**src/rtl/cache_pkg.sv**
```systemverilog
// Types and default widths shared by the cache and its write buffer.
package cache_pkg;

  localparam int CACHE_ADDR_W = 10;
  localparam int CACHE_DATA_W = 32;

  typedef enum logic {
    IDLE  = 1'b0,
    WRITE = 1'b1
  } drain_state_t;

  typedef struct packed {
    logic                    valid;
    logic [CACHE_ADDR_W-1:0] addr;
    logic [CACHE_DATA_W-1:0] data;
  } wb_entry_t;

endpackage

```
**src/rtl/wb_fifo.sv**
```systemverilog
// In-order store queue with same-address merge; pushes and merges land at the clock edge.
// Full is count-based: the owner must gate push_vld with !full, and a full queue takes no merge either.
module wb_fifo
  import cache_pkg::*;
#(
  parameter int DEPTH  = 4,
  parameter int ADDR_W = CACHE_ADDR_W,
  parameter int DATA_W = CACHE_DATA_W,
  localparam int PW    = $clog2(DEPTH),
  localparam int CW    = PW + 1
) (
  input  logic              clk,
  input  logic              RST,
  input  logic              push_vld,
  input  logic [ADDR_W-1:0] push_addr,
  input  logic [DATA_W-1:0] push_data,
  input  logic              head_busy,
  input  logic              pop,
  input  logic              peek_next,
  output logic [ADDR_W-1:0] peek_addr,
  output logic [DATA_W-1:0] peek_data,
  output logic [CW-1:0]     count,
  output logic              full
);

  logic [DEPTH-1:0]  valid_q;
  logic [ADDR_W-1:0] addr_q [DEPTH];
  logic [DATA_W-1:0] data_q [DEPTH];
  logic [PW-1:0]     head_q;
  logic [PW-1:0]     tail_q;
  logic [CW-1:0]     count_q;
  logic              hit;
  logic [PW-1:0]     hit_idx;
  logic [PW-1:0]     peek_idx;
  logic              push_new;

  // Walk oldest to youngest so the last match wins; the head is skipped once memory owns it.
  always_comb begin
    hit     = 1'b0;
    hit_idx = '0;
    for (int i = 0; i < DEPTH; i++) begin
      if (valid_q[head_q + PW'(i)] && (addr_q[head_q + PW'(i)] == push_addr) &&
          !(head_busy && (i == 0))) begin
        hit     = 1'b1;
        hit_idx = head_q + PW'(i);
      end
    end
  end

  assign push_new = push_vld && !hit;
  assign peek_idx = peek_next ? head_q + PW'(1) : head_q;
  assign peek_addr = addr_q[peek_idx];
  // A merge into the entry being loaded this edge must reach memory with the new data.
  assign peek_data = (push_vld && hit && (hit_idx == peek_idx)) ? push_data : data_q[peek_idx];

  always_ff @(posedge clk or negedge RST) begin
    if (!RST) begin
      head_q  <= '0;
      tail_q  <= '0;
      count_q <= '0;
      valid_q <= '0;
      for (int i = 0; i < DEPTH; i++) begin
        addr_q[i] <= '0;
        data_q[i] <= '0;
      end
    end else begin
      if (push_new) begin
        valid_q[tail_q] <= 1'b1;
        addr_q[tail_q]  <= push_addr;
        data_q[tail_q]  <= push_data;
        tail_q          <= tail_q + PW'(1);
      end else if (push_vld) begin
        data_q[hit_idx] <= push_data;
      end
      if (pop) begin
        valid_q[head_q] <= 1'b0;
        head_q          <= head_q + PW'(1);
      end
      case ({push_new, pop})
        2'b10:   count_q <= count_q + CW'(1);
        2'b01:   count_q <= count_q - CW'(1);
        default: ;
      endcase
    end
  end

  assign count = count_q;
  assign full  = (count_q == CW'(DEPTH));

endmodule

```
**src/rtl/cache_write_buffer.sv**
```systemverilog
// Absorbs cache word stores and drains them to memory in order, one write per mem_ready pulse.
// First strobe one cycle after the store edge; wr_ready drops while the queue is full.
module cache_write_buffer
  import cache_pkg::*;
#(
  parameter int DEPTH  = 4,
  parameter int ADDR_W = CACHE_ADDR_W,
  parameter int DATA_W = CACHE_DATA_W
) (
  input  logic              clk,
  input  logic              RST,
  input  logic              wr_req,
  input  logic [ADDR_W-1:0] wr_addr,
  input  logic [DATA_W-1:0] wr_data,
  output logic              wr_ready,
  input  logic              fill_req,
  output logic              empty,
  output logic              mem_we,
  output logic [ADDR_W-1:0] mem_addr,
  output logic [DATA_W-1:0] mem_wdata,
  input  logic              mem_ready
);

  localparam int CW = $clog2(DEPTH) + 1;

  drain_state_t      state_q;
  drain_state_t      state_nxt;
  logic [CW-1:0]     count;
  logic              full;
  logic              push_vld;
  logic              pop;
  logic              load;
  logic              load_next;
  logic              head_busy;
  logic [ADDR_W-1:0] peek_addr;
  logic [DATA_W-1:0] peek_data;

  assign wr_ready = !full;
  assign push_vld = wr_req && wr_ready;

  wb_fifo #(
    .DEPTH (DEPTH),
    .ADDR_W(ADDR_W),
    .DATA_W(DATA_W)
  ) u_fifo (
    .clk      (clk),
    .RST      (RST),
    .push_vld (push_vld),
    .push_addr(wr_addr),
    .push_data(wr_data),
    .head_busy(head_busy),
    .pop      (pop),
    .peek_next(load_next),
    .peek_addr(peek_addr),
    .peek_data(peek_data),
    .count    (count),
    .full     (full)
  );

  always_ff @(posedge clk or negedge RST) begin
    if (!RST) state_q <= IDLE;
    else      state_q <= state_nxt;
  end

  // "Remaining" counts only entries already queued; a store pushed on the last ack drains via IDLE.
  always_comb begin
    state_nxt = state_q;
    load      = 1'b0;
    load_next = 1'b0;
    unique case (state_q)
      IDLE: begin
        if (count != '0) begin
          state_nxt = WRITE;
          load      = 1'b1;
        end
      end
      WRITE: begin
        if (mem_ready) begin
          if (count > CW'(1)) begin
            load      = 1'b1;
            load_next = 1'b1;
          end else begin
            state_nxt = IDLE;
          end
        end
      end
    endcase
  end

  always_comb begin
    head_busy = (state_q == WRITE);
    mem_we    = (state_q == WRITE);
    pop       = (state_q == WRITE) && mem_ready;
    empty     = (count == '0) && (state_q == IDLE);
  end

  always_ff @(posedge clk or negedge RST) begin
    if (!RST) begin
      mem_addr  <= '0;
      mem_wdata <= '0;
    end else if (load) begin
      mem_addr  <= peek_addr;
      mem_wdata <= peek_data;
    end
  end

  a_no_store_during_fill: assert property (@(posedge clk) disable iff (!RST) !(fill_req && wr_req));

endmodule
```
**config.mk**
```make
export PLATFORM = sky130hd
export DESIGN_NAME = cache_write_buffer
export DESIGN_NICKNAME = d
export VERILOG_FILES = /design/src/rtl/cache_pkg.sv /design/src/rtl/wb_fifo.sv /design/src/rtl/cache_write_buffer.sv
export SDC_FILE = /design/constraint.sdc
export NUM_CORES = 1
export LEC_CHECK = 0
export BUFFER_PORTS_ARGS = -buffer_cell sky130_fd_sc_hd__buf_2
export CAP_MARGIN = 20
export CORE_MARGIN = 10
export CORE_UTILIZATION = 39
export CTS_BUF_LIST = sky130_fd_sc_hd__clkbuf_4
export CTS_CLUSTER_DIAMETER = 80
export DETAILED_ROUTE_END_ITERATION = 10
export GPL_ROUTABILITY_DRIVEN = 1
export PLACE_DENSITY_LB_ADDON = 0.15
export SETUP_SLACK_MARGIN = 0.2
export SLEW_MARGIN = 20
export SYNTH_ARGS = -nofsm -noshare
export SYNTH_HDL_FRONTEND = slang
export SYNTH_HIERARCHICAL = 1
export SYNTH_SLANG_ARGS = --single-unit
export TNS_END_PERCENT = 20
```
**constraint.sdc**
```tcl
create_clock -name clk -period 9 [get_ports clk]
set_input_delay 1.8 -clock clk [delete_from_list [all_inputs] [get_ports clk]]
set_output_delay 1.8 -clock clk [all_outputs]
set_load 0.05 [all_outputs]
```
**Yosys cells after proc, flatten, opt, wreduce, memory -nomap -nowiden**

Index checks and enable logic that the tools add are counted.
W data, S select, Z words.

- Register bits after elaboration: 222
- Logic and storage cells: 140

- Add/sub/neg operators: 6
- Reduce and logical (&&, ||, !) cells: 22
- Mux-type cells: 61
- Equality and inequality tests: 8
- Magnitude comparators: 17
- Bitwise logic cells: 11

Operators with widths:

| kind | count |
|---|---|
| $bwmux W128 | 2 |
| $mux W128 | 2 |
| $mux W32 | 5 |
| $demux W32 S2 | 2 |
| $mux W10 | 11 |
| $bmux W10 S2 | 5 |
| $bmux W32 S2 | 1 |
| $bwmux W40 | 1 |
| $eq A10 B10 Y1 | 4 |
| $ge A3 B3 Y1 const B | 7 |
| $not A2 Y3 | 7 |
| $demux W10 S2 | 1 |
| $logic_and A1 B1 Y1 | 15 |
| $lt A2 B3 Y1 const B | 5 |
| $mux W1 | 15 |
| $mux W2 | 5 |
| $bmux W1 S2 | 4 |
| $mux W4 | 2 |
| $lt A3 B1 Y1 const B | 2 |
| $pmux W3 S2 | 1 |
| $add A2 B1 Y2 const B | 2 |
| $add A2 B2 Y2 const B | 2 |
| $and A4 B4 Y4 | 1 |
| $demux W1 S2 | 2 |
| other kinds (16) | 21 |

**Depth between registers and ports, before layout**

- Depth in word-level cells: 19
- Gate-level depth with buffers: 21
- Depth with buffers taken out: 15

**By module**

The synthesis kept the hierarchy.

Modules (own cells, without submodules):

| module | cells each | area an instance (um^2) | instances |
|---|---|---|---|
| wb_fifo | 744 | 10598.9 | 1 |
| cache_write_buffer | 100 | 1816.7 | 1 |

**Worst setup path after synthesis**

No wires, ideal clock.

- Kind: input-to-reg
- Start point: in wr_addr[5]
- End point: reg mem_wdata[16]
- Cell stages on the path: 12
- Path buffers: 2
- Setup time: 0.128 ns
- Arrival: 4.646 ns
- Setup slack: 4.227 ns
- Cell sequence: clkbuf_1 -> xor2_1 -> o22ai_1 -> o2111ai_1 -> nor4b_2 -> nand3_1 -> a2111o_1 -> and4_4 -> o221ai_4 -> buf_12 -> mux2_4 -> mux2_1

- Word-level cells in the longest chain between the ends: 10
- Elaborated cells on any way between the ends: 21
- Classes of those cells: 5 x eq/ne; 9 x mux; 7 x reduce/logical

Ends and longest elaborated chain:

| element | line | text |
|---|---|---|
| from (decl) | cache_write_buffer.sv:13 | `input logic [ADDR_W-1:0] wr_addr,` |
| $eq A10 B10 Y1 | wb_fifo.sv:42 | `if (valid_q[head_q + PW'(i)] && (addr_q[head_q + PW'(i)] == push_addr) &&` |
| $logic_and A1 B1 Y1 (2 in a row) | wb_fifo.sv:42 |  |
| $mux W2 / $mux W1 (equally long branches) (4 in a row) | wb_fifo.sv:42 |  |
| $eq A2 B2 Y1 / $logic_and A1 B1 Y1 (equally long branches) | wb_fifo.sv:54 | `assign peek_data = (push_vld && hit && (hit_idx == peek_idx)) ? push_data : data_q[peek_idx];` |
| $logic_and A1 B1 Y1 * | wb_fifo.sv:54 |  |
| $mux W32 * | wb_fifo.sv:54 |  |
| net peek_data[16] | cache_write_buffer.sv:36 | `logic [DATA_W-1:0] peek_data;` |
| to (signal assigned) | cache_write_buffer.sv:103 | `mem_wdata <= peek_data;` |
| to (decl) | cache_write_buffer.sv:20 | `output logic [DATA_W-1:0] mem_wdata,` |

The timed path passes the listed nets; every way through them passes the cells marked *.
A chain may end at the register's enable or synchronous reset.

**Final worst setup path**

- Start point: reg u_fifo.head_q[1]
- End point: reg mem_wdata[17]

- Word-level cells in the longest chain between the ends: 14
- Elaborated cells on any way between the ends: 53
- Classes of those cells: 3 x add/sub; 5 x eq/ne; 33 x mux; 5 x bitwise; 7 x reduce/logical

Ends and longest elaborated chain:

| element | line | text |
|---|---|---|
| from (decl) | wb_fifo.sv:29 | `logic [PW-1:0] head_q;` |
| from (signal assigned) | wb_fifo.sv:77 | `head_q <= head_q + PW'(1);` |
| parallel branches: the longest is 13 deep, another holds $add A2 B1 Y2 | -- |  |
| $mux W32 * | wb_fifo.sv:54 |  |
| net peek_data[17] | cache_write_buffer.sv:36 |  |

Mark *: on every way through the listed nets, which the timed path passes. The select of a mux whose other input is x is not followed.

==> results.md <==
* Status: complete, no violations
* Hold Violations, Final at 0
* Layout cells sized above 1 at 40.4%
* ANT nets after route at 0
* Top post-synthesis cells by area: dfrtp_1 (45%), mux2_1 (12%), mux4_2 (12%)
* GR Util met1 at 21.2%
* Core area at 31500 um^2
* R2R Path Start: u_fifo/head_q[1]
* Root Buffer: clkbuf_4
* CP Class: register to register
* First-pass GRT wire length at 47200 um
* Int Power at 3.96 mW
* Fin nets at 1017
* Router iterations before antenna repair at 5
* Initial antenna violation count at 4
* PD cells at 462 nW/um^2
* Vias in the first global route at 8056
* Post-synth EDFFs at 0
* Critical Path End Type: register
* Wirelength per Cell at 20.9 um
* Synth Flop Type: dfrtp_1
* Die area at 39400 um^2
* Grt peak-use layer: met2
* Dominant cell type by area after synthesis: dfrtp_1
* DR DRC count at 0
* Rel. slew slack at 32.7%
* Clock Power Share at 15.2%
* Hold Path Cell Cnt at 1
* Top post-synthesis cells by count: dfrtp_1 (222), mux2_1 (133), mux2_4 (70)
* Combinational share of power at 55.7%
* Post-place setup slack at 2.59 ns
* R2R cell count at 15
* Worst vdd ir at 0.199 mV
* Vias at 7526
* Post-Layout Cell Count at 1406
* CTS max path bufs at 3
* Initial DRC Count at 345
* Post-CTS Setup Inserts at 0
* Post-route cell area at 14000 um^2
* Pwr Total at 6.46 mW
* Sw Pwr at 2.50 mW
* Number of CTS-inserted buffers at 66
* Async set-or-reset flop fraction in the synthesized netlist at 100%
* Post-synthesis sequential area ratio at 44.7%
* Reg-to-reg endpoint: mem_wdata[17]
* Total track usage at 15.3%
* # port buffers at 90
* Sequential share of power at 29.1%
* CP Data Required Time at 9.53 ns
* Final setup skew at 0.0558 ns
* Netlist cell types at 71
* Worst setup margin at 2.62 ns
* Placed Instance Area at 13200 um^2
* Layout area overhead at 12.8%
* Die X at 198 um
* Placed cells at 1294
* CTS Sinks at 222
* Worst min path class: register to register
* Setup violations, final at 0
* Post-cts sizing count at 0
* Slew Limit Fails at 0
* Hold-fix buffers, CTS at 0
* Worst-Skew Late Latency at 0.68 ns
* Crit path arrival time at 6.92 ns
* Finished Core Util at 44.5%
* Flop and latch count out of synthesis at 222
* Mapped Cells at 844
* Synthesized area at 12400 um^2
* Hold_ws at 0.479 ns
* Switching share of power at 38.7%
* Hold_sp: u_fifo/data_q[69]
* CTS tree: built
* Die H at 198 um
* Final worst path period need at 6.38 ns
* H-Tree Depth at 3
* Top Ports at 92
* Total overflow reported by the global router at 0
* Syn nets at 901
* Routed wire length at 29400 um
* Crit path max fanout at 37
* Yosys warns at 6
* Met3 GRT Util at 4.06%
* Leak at 6.09 nW
* Max-capacitance violation count at 0
* Placer Congestion at 0.844
* Initial core utilization at 39.4%
* Reg clk slew, reported paths at 0.06 ns
* GR met2 Demand/Resource at 23.0%
* Rows at 65
* F_max at 0.157 GHz
* Crit path launch type: register
* Tcrit/Tclk final at 70.9%
* Dpl hpwl at 18400 um
* Post-synthesis area per instance at 14.7 um^2
* Pin count of the biggest net entering global routing at 118
* RSZ-0062 raised after global routing: no
* Slew @ Worst Pin at 1.01 ns
* FF-to-FF setup slack at 2.62 ns
* Top-count cell post-synth: dfrtp_1
* Filler cells at 2877
* TNS Setup at 0 ns
* Vias per cell at 5.35
* Endpoint, Worst Hold: u_fifo/data_q[69]
* Share of the synthesized area in the top cell type at 44.7%
[cells by family (layout without fill, tap and decap cells)]
| family | Yosys count | count (layout) | share of synthesized area [%] |
|---|---|---|---|
| mux | 348 | 348 | 39.2 |
| flops | 222 | 222 | 44.7 |
| simple gates | 82 | 82 | 3.86 |
| buf+inv | 70 | 228 | 3.48 |
| xor+xnor | 57 | 57 | 4.14 |
| compound gates | 55 | 55 | 3.52 |
| fa+ha+maj | 10 | 10 | 1.07 |
| other cells | 0 | 2 | 0 |
[flip-flops by register name, indices dropped and copies added (netlist names)]
name            cells
u_fifo/data_q     128
u_fifo/addr_q      40
mem_wdata          32
mem_addr           10
u_fifo/valid_q      4
u_fifo/count        3
u_fifo/head_q       2
u_fifo/tail_q       2
mem_we              1
[power groups by stage]
stage | registers [mW] | logic [mW] | clock network [mW]
2_1_floorplan | 2.13 | 2.67 | 0
3_3_place_gp | 1.89 | 3.62 | 0
3_5_place_dp | 1.90 | 3.64 | 0
4_1_cts | 1.88 | 3.66 | 1.03
5_1_grt | 1.96 | 3.91 | 1.09
6_report | 1.88 | 3.60 | 0.983
[placed cells by master, fill, tap and decap left out, types with 3 or more instances in the layout]
master | Yosys | layout
mux2i_1 | 38 | 37
mux2_4 | 70 | 70
nand3_1 | 3 | 3
inv_1 | 11 | 11
buf_2 | 18 | 89
nor4_1 | 4 | 4
mux2_1 | 133 | 133
buf_4 | 8 | 16
a21oi_1 | 11 | 11
clkbuf_4 | 0 | 96
and4_1 | 5 | 5
nand2_1 | 17 | 17
clkinv_1 | 0 | 7
nand4_1 | 4 | 4
o21ai_0 | 8 | 8
o32ai_1 | 3 | 3
nor3_1 | 7 | 7
ha_1 | 9 | 8
xnor2_1 | 38 | 37
xor2_1 | 17 | 17
mux2_2 | 42 | 42
nor2b_1 | 8 | 8
mux4_2 | 65 | 65
and2_1 | 6 | 6
dfrtp_1 | 222 | 221
nor2_1 | 13 | 13
xnor2_2 | 2 | 3
[worst max-delay path by stage]
stage	depth (start not counted)	from	end
finish	15	u_fifo/head_q[1]	mem_wdata[17]
global route	15	u_fifo/head_q[1]	mem_wdata[17]
CTS	15	u_fifo/head_q[1]	mem_wdata[17]
detailed placement	15	u_fifo/head_q[1]	mem_wdata[31]
global placement	15	u_fifo/head_q[1]	mem_wdata[16]
floorplan	12	wr_addr[5]	mem_wdata[16]
[layout make-up]
type | instances | area [um^2] | share of cell area [%]
clock inverters | 14 | 119 | 0.849
multi-input cells | 552 | 6470 | 46.2
repair buffers | 106 | 581 | 4.15
diodes | 2 | 5.00 | 0.0357
inverters | 12 | 45.0 | 0.322
clock buffers | 96 | 721 | 5.15
well taps | 402 | 503 | 3.59
flip-flops and latches | 222 | 5560 | 39.7
[critical path: stages, from the launching register on]
cell and delay, ns:
dfrtp_1 0.32, buf_4 0.47, inv_1 0.29, ha_2 0.83, buf_4 0.42, mux4_2 0.56, xor2_1 0.17, nor2_1 0.22
nand3_1 0.21, or3_1 0.41, a2111o_1 0.42, and4_4 0.20, o221ai_4 0.54, buf_4 0.55, mux2_4 0.34, mux2_1 0.28
[routing by layer]
metal / up-vias / wire length [um] / share of wire (%)
met4: 6 / 436 / 1.5
met2: 164 / 13200 / 45
li1: 3431 / - / -
met5: - / 35 / 0.12
met3: 42 / 1480 / 5.0
met1: 3883 / 14300 / 49
No activity file was read; power rests on OpenSTA's default activity.
